--- config.mk ---
export PLATFORM = sky130hd
export DESIGN_NAME = ps2_hex_entry_ctrl
export DESIGN_NICKNAME = d
export VERILOG_FILES = /design/src/rtl/ps2_hex_entry_ctrl_pkg.sv /design/src/rtl/ps2_hex_entry_ctrl_dc.sv /design/src/rtl/ps2_hex_entry_ctrl.sv
export SDC_FILE = /design/constraint.sdc
export NUM_CORES = 1
export LEC_CHECK = 0
export CORE_MARGIN = 5
export CORE_UTILIZATION = 45
export DETAILED_ROUTE_END_ITERATION = 12
export PLACE_DENSITY = 0.81
export SLEW_MARGIN = 10
export SYNTH_ARGS = -nofsm -noshare
export SYNTH_HDL_FRONTEND = slang
export SYNTH_HIERARCHICAL = 1
export SYNTH_SLANG_ARGS = --single-unit
--- constraint.sdc ---
create_clock -name clk -period 3.2 [get_ports clk]
set_input_delay 0.8 -clock clk [delete_from_list [all_inputs] [get_ports clk]]
set_output_delay 0.8 -clock clk [all_outputs]
set_load 0.005 [all_outputs]
--- src/rtl/ps2_hex_entry_ctrl_pkg.sv ---
// Shared PS/2 scan-code constants, controller state type and decoder flag layout.
package ps2_pkg;

  localparam logic [7:0] SC_BREAK = 8'hF0;
  localparam logic [7:0] SC_EXT   = 8'hE0;
  localparam logic [7:0] SC_ENTER = 8'h5A;
  localparam logic [7:0] SC_BKSP  = 8'h66;
  localparam logic [7:0] SC_ESC   = 8'h76;

  localparam int unsigned NUMBER_F = 0;
  localparam int unsigned ENTER_F  = 1;

  typedef enum logic [1:0] {
    S_IDLE  = 2'd0,
    S_EXT   = 2'd1,
    S_BREAK = 2'd2
  } state_t;

endpackage

--- src/rtl/ps2_hex_entry_ctrl_dc.sv ---
// Combinational keycode decoder: maps set-2 main-row hex keys to a nibble and
// flags Enter; all other codes decode with both flags clear.
module PS2_DC
  import ps2_pkg::*;
(
  input  logic [7:0] code_i,
  output logic [3:0] nibble_o,
  output logic [1:0] flags_o
);

  logic is_num;

  always_comb begin
    nibble_o = '0;
    is_num   = 1'b1;
    unique case (code_i)
      8'h45: nibble_o = 4'h0;
      8'h16: nibble_o = 4'h1;
      8'h1E: nibble_o = 4'h2;
      8'h26: nibble_o = 4'h3;
      8'h25: nibble_o = 4'h4;
      8'h2E: nibble_o = 4'h5;
      8'h36: nibble_o = 4'h6;
      8'h3D: nibble_o = 4'h7;
      8'h3E: nibble_o = 4'h8;
      8'h46: nibble_o = 4'h9;
      8'h1C: nibble_o = 4'hA;
      8'h32: nibble_o = 4'hB;
      8'h21: nibble_o = 4'hC;
      8'h23: nibble_o = 4'hD;
      8'h24: nibble_o = 4'hE;
      8'h2B: nibble_o = 4'hF;
      default: is_num = 1'b0;
    endcase
  end

  always_comb begin
    flags_o           = '0;
    flags_o[NUMBER_F] = is_num;
    flags_o[ENTER_F]  = (code_i == SC_ENTER);
  end

endmodule

--- src/rtl/ps2_hex_entry_ctrl.sv ---
// Turns a PS/2 scan-code byte stream into committed multi-digit hex numbers,
// honouring F0 (break) and E0 (extended) prefixes.
module ps2_hex_entry_ctrl
  import ps2_pkg::*;
#(
  parameter int unsigned DIGITS = 4,
  parameter int unsigned CW     = $clog2(DIGITS + 1)
) (
  input  logic                clk,
  input  logic                rst,
  input  logic [7:0]          scan_code,
  input  logic                scan_valid,
  output logic [4*DIGITS-1:0] entry,
  output logic [CW-1:0]       digit_count,
  output logic [4*DIGITS-1:0] value_out,
  output logic                value_valid,
  output logic                overflow
);

  localparam int unsigned W = 4 * DIGITS;
  localparam logic [CW-1:0] MAX_CNT = CW'(DIGITS);

  state_t          state_q;
  logic [W-1:0]    entry_q;
  logic [CW-1:0]   count_q;
  logic [W-1:0]    value_q;
  logic            valid_q;
  logic            ovf_q;

  logic [3:0]      dc_nibble;
  logic [1:0]      dc_flags;
  logic            commit_d;
  logic            has_digits;

  PS2_DC u_dc (
    .code_i   (scan_code),
    .nibble_o (dc_nibble),
    .flags_o  (dc_flags)
  );

  // Enter commits from either the plain (decoder-flagged) or the keypad (E0-prefixed) path.
  always_comb begin
    has_digits = (count_q != '0);
    commit_d   = 1'b0;
    if (scan_valid && has_digits) begin
      if (state_q == S_IDLE && dc_flags[ENTER_F])
        commit_d = 1'b1;
      else if (state_q == S_EXT && scan_code == SC_ENTER)
        commit_d = 1'b1;
    end
  end

  always_ff @(posedge clk) begin
    if (rst) begin
      state_q <= S_IDLE;
      entry_q <= '0;
      count_q <= '0;
      value_q <= '0;
      valid_q <= 1'b0;
      ovf_q   <= 1'b0;
    end else begin
      valid_q <= 1'b0;
      if (commit_d) begin
        value_q <= entry_q;
        valid_q <= 1'b1;
        entry_q <= '0;
        count_q <= '0;
        ovf_q   <= 1'b0;
      end
      if (scan_valid) begin
        unique case (state_q)
          S_IDLE: begin
            if (scan_code == SC_BREAK) begin
              state_q <= S_BREAK;
            end else if (scan_code == SC_EXT) begin
              state_q <= S_EXT;
            end else if (dc_flags[NUMBER_F]) begin
              if (count_q < MAX_CNT) begin
                entry_q <= {entry_q[W-5:0], dc_nibble};
                count_q <= count_q + CW'(1);
              end else begin
                ovf_q <= 1'b1;
              end
            end else if (scan_code == SC_BKSP) begin
              if (has_digits) begin
                entry_q <= entry_q >> 4;
                count_q <= count_q - CW'(1);
              end
            end else if (scan_code == SC_ESC) begin
              entry_q <= '0;
              count_q <= '0;
              ovf_q   <= 1'b0;
            end
          end
          S_EXT: begin
            if (scan_code == SC_BREAK)
              state_q <= S_BREAK;
            else if (scan_code == SC_EXT)
              state_q <= S_EXT;
            else
              state_q <= S_IDLE;
          end
          S_BREAK: state_q <= S_IDLE;
          default: state_q <= S_IDLE;
        endcase
      end
    end
  end

  assign entry       = entry_q;
  assign digit_count = count_q;
  assign value_out   = value_q;
  assign value_valid = valid_q;
  assign overflow    = ovf_q;

endmodule

==> impl_metrics.json <==
{
  "status": "finished, final reports clean",
  "yosysSeqAreaShare_pct": 28.65,
  "cap_violations": 0,
  "critical_path_class": "in -> reg",
  "hpwl_um": 5356,
  "numCtsBuffers": 5,
  "power_mw": 1.103,
  "finalSetupViolCount": 0,
  "syn-cell-area_um2": 2725,
  "via_count": 2892,
  "place_ws_ns": -0.2634,
  "grt_max_degree": 37,
  "pwr-share-comb_pct": 14.4,
  "sw_frac_of_total_pct": 26.31,
  "grt.overflow.total": 0,
  "grt_util_all_layers_pct": 20.22,
  "synth_top_area_cell": "dfxtp_1",
  "ant_nets": 0,
  "slowest_delay_ns": 0.51,
  "p_switching_uw": 290.2,
  "timing.setup.tns_ns": 0,
  "ctsHoldBuffers": 0,
  "crit_chain": "clkdlybuf4s50_1, and4bb_2, o2111ai_2, nand3_1, or3_1, nand4bb_4, buf_4, nor4_4, buf_4, nand3_1, o311ai_0",
  "io_pins": 48,
  "finalInstanceArea_um2": 3643,
  "synthCells": 337,
  "slew_viol_final": 0,
  "finalWorstSetupSlack_ns": 0.1204,
  "synth.distinct_cells": 60,
  "antenna_found_initial": 0,
  "hold_viol": 0,
  "cp.arrival_ns": 3.27,
  "finalCritPeriodShare_pct": 96.24,
  "worstPathRequired_ns": 3.39,
  "wl_per_cell_um": 16.34,
  "cts_buffer_depth": 2,
  "dr.pass1.iters": 6,
  "portBuffers": 47,
  "multiInputGateArea_um2": 1752,
  "p_leak_nw": 1.332,
  "cts_resized": 0,
  "cts.sinks": 39,
  "dieArea_um2": 7712,
  "synth-async-reset-ratio_pct": 0,
  "initial_core_util_pct": 46.03,
  "syn_nets": 351,
  "cts_tree": "done",
  "post-route-min-period_ns": 3.080,
  "fp.dieW_um": 87.82,
  "skew_ns": 0.01372,
  "vdd_drop_max_mv": 0.2098,
  "p_int_uw": 813.1,
  "cts_setup_buffers": 0,
  "slew_headroom_pct": 38.07,
  "area_growth_pct": 33.70,
  "clk_pin_slew_worst_paths_ns": 0.09,
  "placed_cell_area_um2": 3478,
  "regArea_um2": 780.7,
  "drtIter0Drc": 337,
  "netlist.area_leader.share_pct": 28.65,
  "synth_edf_count": 0,
  "fmax_mhz": 324.7,
  "coreArea_um2": 5921,
  "tightest_slew_ns": 0.9270,
  "final_common_cell": "o21ai_0",
  "antenna_cells": 0,
  "drive_gt1_share_pct": 20.15,
  "power_frac_seq_pct": 44.1,
  "drt-total-wl_um": 7793,
  "viasPerCell": 6.063,
  "final_nets": 415,
  "cp_max_fo": 8,
  "crit_slowest_cell": "clkdlybuf4s50_1",
  "r2r_slack_ns": 1.02,
  "cts_root_buf": "clkbuf_8",
  "num_rows": 28,
  "final_cell_mix": "o21ai_0 (44), clkdlybuf4s50_1 (42), dfxtp_1 (39), buf_4 (39), nand3_1 (38)",
  "n_fill_cell": 503,
  "yosys_warnings": 6,
  "pwr_density_cell_nw_per_um2": 302.8,
  "synth-main-ff-cell": "dfxtp_1",
  "synth.top_cells.by_area": "dfxtp_1 (29%), o21ai_0 (8.1%), nand3_1 (7.0%)",
  "drc_errors": 0,
  "gp_congestion": 0.9086,
  "h-tree-depth": 2,
  "clockPowerShare_pct": 41.5,
  "start_kind": "input pin",
  "die-height_um": 87.82,
  "first_global_vias": 2707,
  "critPathCaptureType": "flip-flop",
  "hold_path_class": "reg -> reg",
  "ys_ff_latch": 39,
  "clk_latency_ns": 0.31,
  "final_util_pct": 61.54,
  "grt_pass1_wl_um": 12650,
  "syn_area_per_cell_um2": 8.086
}
-- critical path: cells and delay by family --
family | cells | cell delay, ns
AOI/OAI and AO/OA | 2 | 0.32
buffers and inverters | 3 | 0.90
and+or+nand+nor | 6 | 1.25
-- metrics by stage --
| step | hold WS (ns) | cells |
|---|---|---|
| 3_5_place_dp | 0.4670 | 469 |
| 6_report | 0.4791 | 477 |
| 2_1_floorplan | 0.4652 | 337 |
| 3_3_place_gp | 0.4596 | 469 |
| 5_1_grt | 0.5123 | 477 |
| 4_1_cts | 0.4779 | 477 |
-- layout make-up --
type	count	share of cell area [%]
clock inverter	2	1.065
tap	75	2.576
inverter	10	1.030
sequential	39	21.43
multi-input combinational	254	48.08
clock buffer	6	2.266
timing repair buffer	91	23.56
-- cell families (layout without fill, tap and decap cells) --
| family | Yosys count | after routing | synth area share (%) |
|---|---|---|---|
| AND/OR/NAND/NOR | 138 | 138 | 32.60 |
| AO/OA/AOI/OAI | 110 | 110 | 28.05 |
| buffers and inverters | 44 | 109 | 8.218 |
| flip-flops | 39 | 39 | 28.65 |
| adder cells (fa/ha/maj) | 3 | 3 | 1.378 |
| multiplexers | 2 | 2 | 0.7805 |
| XOR/XNOR | 1 | 1 | 0.3215 |
-- synthesized netlist by cell type (all sizes together), types with 2 or more instances --
master and number:
o21ai 49, nand3 40, dfxtp 39, a21oi 22
clkbuf 18, nand2b 18, buf 16, and2 15
nor4 14, o211ai 13, inv 10, nor2 9
nand2 5, nand4 5, nor3 5, o311ai 5
nor3b 4, ha 3, nor2b 3, nor4b 3
nor4bb 3, a21o 2, a31oi 2, a32o 2
a41oi 2, and3b 2, and4b 2, and4bb 2
nand3b 2, nand4bb 2, o2111ai 2, o21a 2
-- power groups by stage --
stage                     registers (mW)  logic, mW  clock network (mW)
after floorplan                    0.498     0.0879                   0
after global placement             0.498      0.150                   0
after detailed placement           0.498      0.152                   0
after CTS                          0.487      0.153               0.463
after global routing               0.487      0.170               0.481
final                              0.487      0.159               0.458
-- metal layers --
metal,track usage [%],vias up,part of all wire (%)
met2,33.84,115,48
met1,26.78,1360,44
met4,5.997,0,1.7
met3,3.198,25,5.9
li1,-,1392,-
met5,0,-,0
-- final timing paths --
path / startpoint / endpoint / cells past startpoint
worst max-delay path: scan_code[6] / digit_count[0] / 11
worst min-delay path: value_out[11] / value_out[11] / 2
worst max register to register: digit_count[0] / entry[8] / 6
worst min register to register: value_out[11] / value_out[11] / 2
-- sequential cells by signal, summed over array words and instances, names as in the netlist --
| register | count |
|---|---|
| entry | 16 |
| overflow | 1 |
| value_out | 16 |
| value_valid | 1 |
| digit_count | 3 |
| state_q | 2 |
Note: power is estimated with default switching activity, not from simulation.
